**config.mk**
```make
export PLATFORM = sky130hd
export DESIGN_NAME = prog_clk_div_flat
export DESIGN_NICKNAME = d
export VERILOG_FILES = /design/src/rtl/prog_clk_div_pkg.sv /design/src/rtl/prog_clk_div_if.sv /design/src/rtl/prog_clk_div_cnt.sv /design/src/rtl/prog_clk_div.sv /design/src/flat_wrapper.sv
export SDC_FILE = /design/constraint.sdc
export NUM_CORES = 1
export LEC_CHECK = 0
export ABC_CLOCK_PERIOD_IN_PS = 5300
export CORE_MARGIN = 8
export CORE_UTILIZATION = 62
export DETAILED_ROUTE_END_ITERATION = 10
export DONT_BUFFER_PORTS = 1
export PLACE_DENSITY = 0.78
export SYNTH_ARGS = -nofsm -noshare
export SYNTH_HDL_FRONTEND = slang
export SYNTH_SLANG_ARGS = --single-unit
```
**constraint.sdc**
```tcl
create_clock -name clk_in -period 5.3 [get_ports clk_in]
set_clock_uncertainty 0.1 [all_clocks]
set_input_delay 1.06 -clock clk_in [delete_from_list [all_inputs] [get_ports clk_in]]
set_output_delay 1.06 -clock clk_in [all_outputs]
set_load 0.005 [all_outputs]
```
**src/rtl/prog_clk_div_pkg.sv**
```systemverilog
// rtl/prog_clk_div_pkg.sv - shared constants and types for the programmable clock divider
package prog_clk_div_pkg;

  localparam int          CNT_W_DEFAULT = 25;
  localparam int unsigned DIV_MIN       = 1;
  localparam int unsigned CLK_HZ        = 50_000_000;

  typedef enum logic {
    IDLE = 1'b0,
    RUN  = 1'b1
  } state_e;

endpackage

```
**src/rtl/prog_clk_div_if.sv**
```systemverilog
// rtl/prog_clk_div_if.sv - control/status bundle of prog_clk_div
// Optional sync_in signal present when PROG_CLK_DIV_SYNC_EN is defined.
interface prog_clk_div_if #(
  parameter int CNT_W = prog_clk_div_pkg::CNT_W_DEFAULT
);

  logic             en;
  logic [CNT_W-1:0] div_val;
  logic             div_load;
  logic             div_ack;
  logic             div_err;
  logic             busy;
  logic             tick;
  logic             clk_out;
  logic [CNT_W-1:0] cnt_out;
`ifdef PROG_CLK_DIV_SYNC_EN
  logic             sync_in;
`endif

  modport master (
`ifdef PROG_CLK_DIV_SYNC_EN
    output sync_in,
`endif
    output en, div_val, div_load,
    input  div_ack, div_err, busy, tick, clk_out, cnt_out
  );

  modport slave (
`ifdef PROG_CLK_DIV_SYNC_EN
    input  sync_in,
`endif
    input  en, div_val, div_load,
    output div_ack, div_err, busy, tick, clk_out, cnt_out
  );

endinterface

```
**src/rtl/prog_clk_div_cnt.sv**
```systemverilog
// rtl/prog_clk_div_cnt.sv - period counter with terminal compare, tick and clk_out registers
module prog_clk_div_cnt #(
  parameter int CNT_W = prog_clk_div_pkg::CNT_W_DEFAULT
) (
  input  logic             clk_in,
  input  logic             rst_n,
  input  logic             run_i,
  input  logic             clr_i,
  input  logic [CNT_W-1:0] div_active_i,
  output logic             wrap_o,
  output logic             tick_o,
  output logic             clk_out_o,
  output logic [CNT_W-1:0] cnt_o
);

  logic [CNT_W-1:0] cnt_q, cnt_d;
  logic             tick_q, tick_d;
  logic             clk_out_q, clk_out_d;
  logic             term;

  // Equality against div_active-1 so a shrinking divisor can never be overrun.
  assign term = run_i && (cnt_q == (div_active_i - CNT_W'(1)));

  always_comb begin
    cnt_d     = cnt_q;
    tick_d    = 1'b0;
    clk_out_d = clk_out_q;
    if (run_i) begin
      if (clr_i) begin
        cnt_d     = '0;
        clk_out_d = 1'b0;
      end else if (term) begin
        cnt_d     = '0;
        tick_d    = 1'b1;
        clk_out_d = ~clk_out_q;
      end else begin
        cnt_d = cnt_q + CNT_W'(1);
      end
    end
  end

  always_ff @(posedge clk_in or negedge rst_n) begin
    if (!rst_n) begin
      cnt_q     <= '0;
      tick_q    <= 1'b0;
      clk_out_q <= 1'b0;
    end else begin
      cnt_q     <= cnt_d;
      tick_q    <= tick_d;
      clk_out_q <= clk_out_d;
    end
  end

  assign wrap_o    = term;
  assign tick_o    = tick_q;
  assign clk_out_o = clk_out_q;
  assign cnt_o     = cnt_q;

endmodule

```
**src/rtl/prog_clk_div.sv**
```systemverilog
// rtl/prog_clk_div.sv - runtime-programmable tick/clock divider with load/ack divisor handshake
// Optional PROG_CLK_DIV_SYNC_EN adds a sync_in phase-alignment input.
module prog_clk_div
  import prog_clk_div_pkg::*;
#(
  parameter int          CNT_W     = CNT_W_DEFAULT,
  parameter int unsigned DIV_RESET = CLK_HZ / 2
) (
  input  logic           clk_in,
  input  logic           rst_n,
  prog_clk_div_if.slave  bus
);

  localparam logic [CNT_W-1:0] DIV_RST_V = CNT_W'(DIV_RESET);
  localparam logic [CNT_W-1:0] DIV_MIN_V = CNT_W'(DIV_MIN);

  state_e           mode;
  logic             run;
  logic             sync_clr;
  logic             wrap;
  logic             apply;
  logic             load_ok;
  logic             load_bad;

  logic [CNT_W-1:0] div_active_q, div_active_d;
  logic [CNT_W-1:0] pend_q, pend_d;
  logic             pend_valid_q, pend_valid_d;
  logic             ack_q, err_q;

  logic             tick_w;
  logic             clk_out_w;
  logic [CNT_W-1:0] cnt_w;

  assign mode = bus.en ? RUN : IDLE;
  assign run  = (mode == RUN);

`ifdef PROG_CLK_DIV_SYNC_EN
  assign sync_clr = bus.sync_in && run;
`else
  assign sync_clr = 1'b0;
`endif

  assign load_ok  = bus.div_load && (bus.div_val >= DIV_MIN_V);
  assign load_bad = bus.div_load && (bus.div_val <  DIV_MIN_V);
  assign apply    = wrap || sync_clr;

  // A load landing on the apply edge bypasses the pending register.
  always_comb begin
    div_active_d = div_active_q;
    pend_d       = pend_q;
    pend_valid_d = pend_valid_q;
    if (load_ok) begin
      pend_d       = bus.div_val;
      pend_valid_d = 1'b1;
    end
    if (apply) begin
      pend_valid_d = 1'b0;
      if (load_ok) begin
        div_active_d = bus.div_val;
      end else if (pend_valid_q) begin
        div_active_d = pend_q;
      end
    end
  end

  always_ff @(posedge clk_in or negedge rst_n) begin
    if (!rst_n) begin
      div_active_q <= DIV_RST_V;
      pend_q       <= '0;
      pend_valid_q <= 1'b0;
      ack_q        <= 1'b0;
      err_q        <= 1'b0;
    end else begin
      div_active_q <= div_active_d;
      pend_q       <= pend_d;
      pend_valid_q <= pend_valid_d;
      ack_q        <= load_ok;
      err_q        <= load_bad;
    end
  end

  prog_clk_div_cnt #(
    .CNT_W (CNT_W)
  ) u_cnt (
    .clk_in       (clk_in),
    .rst_n        (rst_n),
    .run_i        (run),
    .clr_i        (sync_clr),
    .div_active_i (div_active_q),
    .wrap_o       (wrap),
    .tick_o       (tick_w),
    .clk_out_o    (clk_out_w),
    .cnt_o        (cnt_w)
  );

  assign bus.div_ack = ack_q;
  assign bus.div_err = err_q;
  assign bus.busy    = pend_valid_q;
  assign bus.tick    = tick_w;
  assign bus.clk_out = clk_out_w;
  assign bus.cnt_out = cnt_w;

endmodule

```
**src/flat_wrapper.sv**
```systemverilog
// flat-port wrapper written by rule: the top's interface ports become plain ports
module prog_clk_div_flat import prog_clk_div_pkg::*;
#(
  parameter int          CNT_W     = CNT_W_DEFAULT,
  parameter int unsigned DIV_RESET = CLK_HZ / 2
)
  (clk_in, rst_n, bus_en, bus_div_val, bus_div_load, bus_div_ack, bus_div_err, bus_busy, bus_tick, bus_clk_out, bus_cnt_out);
  prog_clk_div_if #(.CNT_W(CNT_W)) bus_i ();
  input  logic clk_in;
  input  logic rst_n;
  input wire logic [$bits(bus_i.en)-1:0] bus_en;
  input wire logic [$bits(bus_i.div_val)-1:0] bus_div_val;
  input wire logic [$bits(bus_i.div_load)-1:0] bus_div_load;
  output wire logic [$bits(bus_i.div_ack)-1:0] bus_div_ack;
  output wire logic [$bits(bus_i.div_err)-1:0] bus_div_err;
  output wire logic [$bits(bus_i.busy)-1:0] bus_busy;
  output wire logic [$bits(bus_i.tick)-1:0] bus_tick;
  output wire logic [$bits(bus_i.clk_out)-1:0] bus_clk_out;
  output wire logic [$bits(bus_i.cnt_out)-1:0] bus_cnt_out;
  assign bus_i.en = bus_en;
  assign bus_i.div_val = bus_div_val;
  assign bus_i.div_load = bus_div_load;
  assign bus_div_ack = bus_i.div_ack;
  assign bus_div_err = bus_i.div_err;
  assign bus_busy = bus_i.busy;
  assign bus_tick = bus_i.tick;
  assign bus_clk_out = bus_i.clk_out;
  assign bus_cnt_out = bus_i.cnt_out;
  prog_clk_div #(.CNT_W(CNT_W), .DIV_RESET(DIV_RESET)) u_core (.clk_in(clk_in), .rst_n(rst_n), .bus(bus_i));
endmodule
```
==> results of run 1 <==
## per-layer routing
metal,part of all wire [%],up-vias,track usage (%)
met1,43,1524,25.82
met3,7.2,27,4.958
met2,47,107,32.90
li1,-,1439,-
met4,2.7,0,7.451
met5,0,-,0
## layout make-up
| class | count | area (um^2) |
|---|---|---|
| clock inverters | 7 | 61.31 |
| well taps | 80 | 100.1 |
| clock buffers | 9 | 123.9 |
| repair buffers | 4 | 30.03 |
| flip-flops and latches | 80 | 2017 |
| inverters | 10 | 37.54 |
| multi-input cells | 301 | 2197 |
| fillers | 511 | 2190 |
## per-stage QoR
stage | worst slack [ps] | std cells
after floorplan | 1321 | 405
after global placement | 1362 | 475
after detailed placement | 1336 | 475
after CTS | 1301 | 491
after global routing | 1058 | 491
final | 1287 | 491
## critical path, cell delays in order (launching register included)
cell and delay, ps:
dfrtp_1 480, or4_4 610, or4_1 510, xnor2_1 190, or4b_1 450, or4_4 500, nor4b_4 250, buf_4 420
mux2_2 390
## flip-flops by register name, indices dropped and copies added (netlist names)
name                    cells
u_core.bus.busy             1
u_core.bus.div_err          1
u_core.u_cnt.clk_out_o      1
u_core.u_cnt.tick_o         1
u_core.div_active_q        25
u_core.bus.div_ack          1
u_core.u_cnt.cnt_o         25
u_core.pend_q              25
## cells by family (layout without fill, tap and decap cells)
family	count (synthesis)	in the layout	synth area share, %
AOI/OAI and AO/OA	33	33	4.958
xor gates and xnor gates	55	55	11.16
adders and majority gates	2	2	0.5798
buffers and inverters	24	30	2.638
DFF	80	80	46.74
muxes	43	43	12.96
and+or+nand+nor	168	168	20.96
## synth_stat cells (4+ instances only)
master / instances / area, um^2
or4_1: 4 / 30.03
and3_1: 4 / 25.02
o21ai_0: 6 / 30.03
nand4_1: 12 / 75.07
clkbuf_1: 10 / 37.54
a21oi_1: 9 / 45.04
xnor2_1: 23 / 201.4
mux2_4: 20 / 300.3
nor2_1: 39 / 146.4
inv_1: 10 / 37.54
nor2b_1: 4 / 25.02
nor3_1: 11 / 55.05
nand2_1: 36 / 135.1
dfrtp_1: 68 / 1702
mux2_2: 23 / 259.0
xor2_1: 32 / 280.3
nand3_1: 16 / 80.08
nor4_1: 14 / 87.58
or3_1: 4 / 25.02
dfstp_2: 12 / 315.3
## power breakdown
part           total, mW  leakage (nW)  internal [mW]  switching, mW
clock              0.429        0.0940          0.180          0.249
sequential         0.700          1.00          0.648         0.0523
combinational      0.107         0.982         0.0538         0.0536
## worst max-delay path by stage
stage / from / end / slack (ps) / cells past startpoint
after floorplan: bus_en / u_core.u_cnt.cnt_o[10] / 1320 / 8
after global routing: u_core.div_active_q[7] / u_core.div_active_q[10] / 1060 / 8
after CTS: u_core.div_active_q[2] / u_core.div_active_q[10] / 1300 / 8
after detailed placement: u_core.div_active_q[2] / u_core.div_active_q[10] / 1340 / 8
final: u_core.div_active_q[2] / u_core.div_active_q[10] / 1290 / 8
after global placement: u_core.div_active_q[2] / u_core.div_active_q[10] / 1360 / 8
==> out/summary.txt, run 1 <==
clk buf depth: 2
Leak Pwr: 2.079 nW
CP Data Required Time: 5440 ps
# DRC: 0
Layout Nets: 437
Worst Path Arrival: 4160 ps
I/O pins: 59
Worst Tran Pin Value: 1006 ps
Pwr Density: 270.7 mW/mm^2
Num CTS Buffers: 9
DR vias/cell: 6.308
Synth Register Bits: 80
Post-CTS Setup Inserts: 0
DR vias: 3097
Hold Path Class: in -> async
maxcap violations: 0
dpl hpwl: 7055 um
pin count of the biggest net entering global routing: 81
Tot Pwr: 1.236 mW
Mapped Nets: 436
GR Util All Layers: 20.35%
commonest non-fill, non-tap cell in the layout: dfrtp_1
r2r setup slk: 1290 ps
DRT Pass-1 Iters: 4
# port buffers: 0
register clock-pin slew on the reported worst setup and hold paths: 100 ps
register area share after synthesis: 46.74%
post_cts resized: 0
Critical Path Fanout Max: 25
Top FF cell, synth: dfrtp_1
Hold Slack: 288.3 ps
Final Util: 67.59%
Final GP Congestion: 0.9490
Tmin final: 4013 ps
wire per inst: 19.51 um
number of hold buffers added after cts: 0
fmax: 249.2 MHz
CP Launch Type: register
syn avg cell area: 10.66 um^2
synthesized area: 0.004315 mm^2
CP Capture Type: register
Post-Route Setup TNS: 0 ps
Hold Vio Cnt, Final: 0
Setup Crit Path Kind: reg -> reg
GRT Residual Overflow: 0
initial core utilization: 63.87%
core area: 0.006756 mm^2
vias in the first global route: 3084
Slew Limit Fails: 0
TritonCTS clock tree: done
fraction of layout cells with a size suffix above 1: 20.68%
htree depth: 3
path depth of the worst reg2reg path: 8
Synth cell types: 53
Final ANT Viol Nets: 0
Ys Warns: 0
Finish-stage setup viols: 0
Rows: 30
CTS Sinks: 80
Area Growth Syn to Fin: 5.828%
Post-synth EDFFs: 0
dpl cell area: 0.004382 mm^2
Worst slew margin: 32.50%
period utilisation layout: 75.72%
RSZ-0062 raised after global routing: false
fin area: 0.004567 mm^2
first-pass GRT wire length: 15990 um
Syn Inst Count: 405
Clk Latency, worst-skew pair: 360 ps
FF-to-FF Start: u_core.div_active_q[2]
initial drt markers: 190
most frequent cells in the layout: 68 x dfrtp_1, 39 x nor2_1, 36 x nand2_1
Root Buffer: clkbuf_8
die width: 99.43 um
Post-synth ARST share: 100.0%
DIE AREA: 0.009886 mm^2
antenna violations before repair: 0
Die Ht: 99.43 um
RR Endpoint: u_core.div_active_q[10]
Ant. Diodes: 0
final WL: 9581 um
peak supply drop: 0.0001790 V
status: completed
Power figures use the tool's default switching activity.
==> run 2: changes to the inputs <==
ABC_CLOCK_PERIOD_IN_PS = 3700   (was 5300)
clock period = 3.7 ns   (was 5.3 ns; I/O delays follow)
==> run 2 against run 1 <==
Sequential share of layout area is 2.2 points lower. Global-route usage is 1.3 points higher. Cell count is 4.1% higher.
==> out/summary.txt, run 2 (synthesis results as in run 1) <==
Slew Limit Fails: 0 (unchanged)
core area: 0.006756 mm^2 (unchanged)
# port buffers: 0 (unchanged)
Worst slew margin: 54.56% (+22 points)
Ant. Diodes: 0 (unchanged)
antenna violations before repair: 0 (unchanged)
Final GP Congestion: 0.9022 (-4.9%)
Rows: 30 (unchanged)
clk buf depth: 2 (unchanged)
area of the multi-input gates: 0.002233 mm^2 (+1.7%)
htree depth: 3 (unchanged)
die width: 99.43 um (unchanged)
CP Capture Type: register
Critical Path Fanout Max: 8 (-68%)
DR vias: 3187 (+2.9%)
placed cells: 490 (+3.2%)
Pwr Density: 370.7 mW/mm^2 (+37%)
Leak Pwr: 2.210 nW (+6.3%)
Place WS: 97.40 ps (-1239 ps)
Post-Route Setup TNS: 0 ps (unchanged)
CP Launch Type: register
most frequent cells in the layout: 68 x dfrtp_1, 39 x nor2_1, 36 x nand2_1
Finish-stage setup viols: 0 (unchanged)
Worst Path Arrival: 3760 ps (-400 ps)
maxcap violations: 0 (unchanged)
status: completed
Die Ht: 99.43 um (unchanged)
number of fill cells: 484 (-5.3%)
initial drt markers: 154 (-19%)
Num CTS Buffers: 9 (unchanged)
Setup Crit Path Kind: reg -> reg
period utilisation layout: 97.98% (+22 points)
CTS Sinks: 80 (unchanged)
GR Util All Layers: 21.67% (+1.3 points)
storage element area: 0.002017 mm^2 (unchanged)
DRT Pass-1 Iters: 5 (+1)
Layout Nets: 457 (+4.6%)
Clk Latency, worst-skew pair: 350 ps (about the same)
pin count of the biggest net entering global routing: 69 (-15%)
initial core utilization: 63.87% (unchanged)
commonest non-fill, non-tap cell in the layout: dfrtp_1
fmax: 275.8 MHz (+11%)
Hold Vio Cnt, Final: 0 (unchanged)
Tmin final: 3625 ps (-388.0 ps)
non-filler cells, final: 511 (+4.1%)
Worst Tran Pin Value: 676.4 ps (-329.3 ps)
DR vias/cell: 6.237 (-1.1%)
Area Growth Syn to Fin: 11.31%
Hold Path Class: in -> async
register clock-pin slew on the reported worst setup and hold paths: 90 ps (about the same)
Final WS setup: 74.80 ps (-1212 ps)
first-pass GRT wire length: 16770 um (+4.9%)
Final ANT Viol Nets: 0 (unchanged)
CP Data Required Time: 3840 ps (-1600 ps)
TritonCTS clock tree: done
wire per inst: 20.17 um (+3.4%)
RSZ-0062 raised after global routing: false
I/O pins: 59 (unchanged)
fraction of layout cells with a size suffix above 1: 25.75% (+5.1 points)
GRT Residual Overflow: 0 (unchanged)
# DRC: 0 (unchanged)
vias in the first global route: 3234 (+4.9%)
dpl hpwl: 7445 um (+5.5%)
final WL: 10310 um (+7.6%)
peak supply drop: 0.0002601 V (+45%)
DIE AREA: 0.009886 mm^2 (unchanged)
Root Buffer: clkbuf_8
run 2: changes by cell type in the layout (fill, tap and decap cells not counted), sizes merged:
cell    delta
buf       +20
inv        -2
clkbuf     +2
run 2: path summary, 6_finish.rpt:
kind / startpoint / to / slack [ps] / cells past startpoint
setup / recovery: u_core.div_active_q[5] / u_core.div_active_q[5] / 70 / 9
hold / removal: rst_n / u_core.div_active_q[6] / 120 / 0
setup reg to reg: u_core.div_active_q[5] / u_core.div_active_q[5] / 70 / 9
hold reg to reg: u_core.u_cnt.clk_out_o / u_core.u_cnt.clk_out_o / 400 / 1
max in group asynchronous: rst_n / u_core.u_cnt.cnt_o[13] / 3070 / 1
min in group clk_in: bus_en / u_core.u_cnt.cnt_o[1] / 380 / 1
run 2: routing by layer:
metal	up-vias	global-route usage [%]	routed length, um
met5	-	0	0
met4	0	9.546	289
met3	24	4.749	710
met2	119	35.54	5022
met1	1571	26.81	4283
li1	1473	-	-
run 2: what timing repair did:
item	in CTS	in global routing
hold buffers	1	0
resized for setup	0	13
endpoints found under the setup margin	0	25
setup buffers	0	3
hold endpoints to repair	68	0
run 2: area by class of cell:
cell class                 instances  share of cell area [%]
multi-input combinational        301                   46.50
sequential                        80                   41.99
timing repair buffer              24                   4.897
clock buffer                      11                   2.943
tap                               80                   2.084
clock inverter                     5                  0.8075
inverter                          10                  0.7815
run 2: per-stage QoR:
stage	power (mW)	utilization [%]	cell area (um^2)	hold slack, ps
floorplan	1.131	-	4335	335.8
global placement	1.173	66.87	4518	347.6
finish	1.780	71.09	4803	117.8
detailed placement	1.184	66.87	4518	347.8
global route	1.854	71.09	4803	102.9
CTS	1.793	69.94	4726	107.3
run 2: worst max-delay path, stage by stage (launching register included):
cell,delay [ps]
dfrtp_1,390
or4_4,540
or4_4,440
xnor2_2,160
or4b_4,480
or4_4,510
nor4b_4,270
buf_6,170
buf_8,150
mux2_4,300
run 2: where the power goes:
| part | internal (mW) | total [mW] | switching (mW) |
|---|---|---|---|
| clock | 0.267 | 0.597 | 0.330 |
| sequential | 0.928 | 0.994 | 0.0662 |
| combinational | 0.0877 | 0.190 | 0.102 |
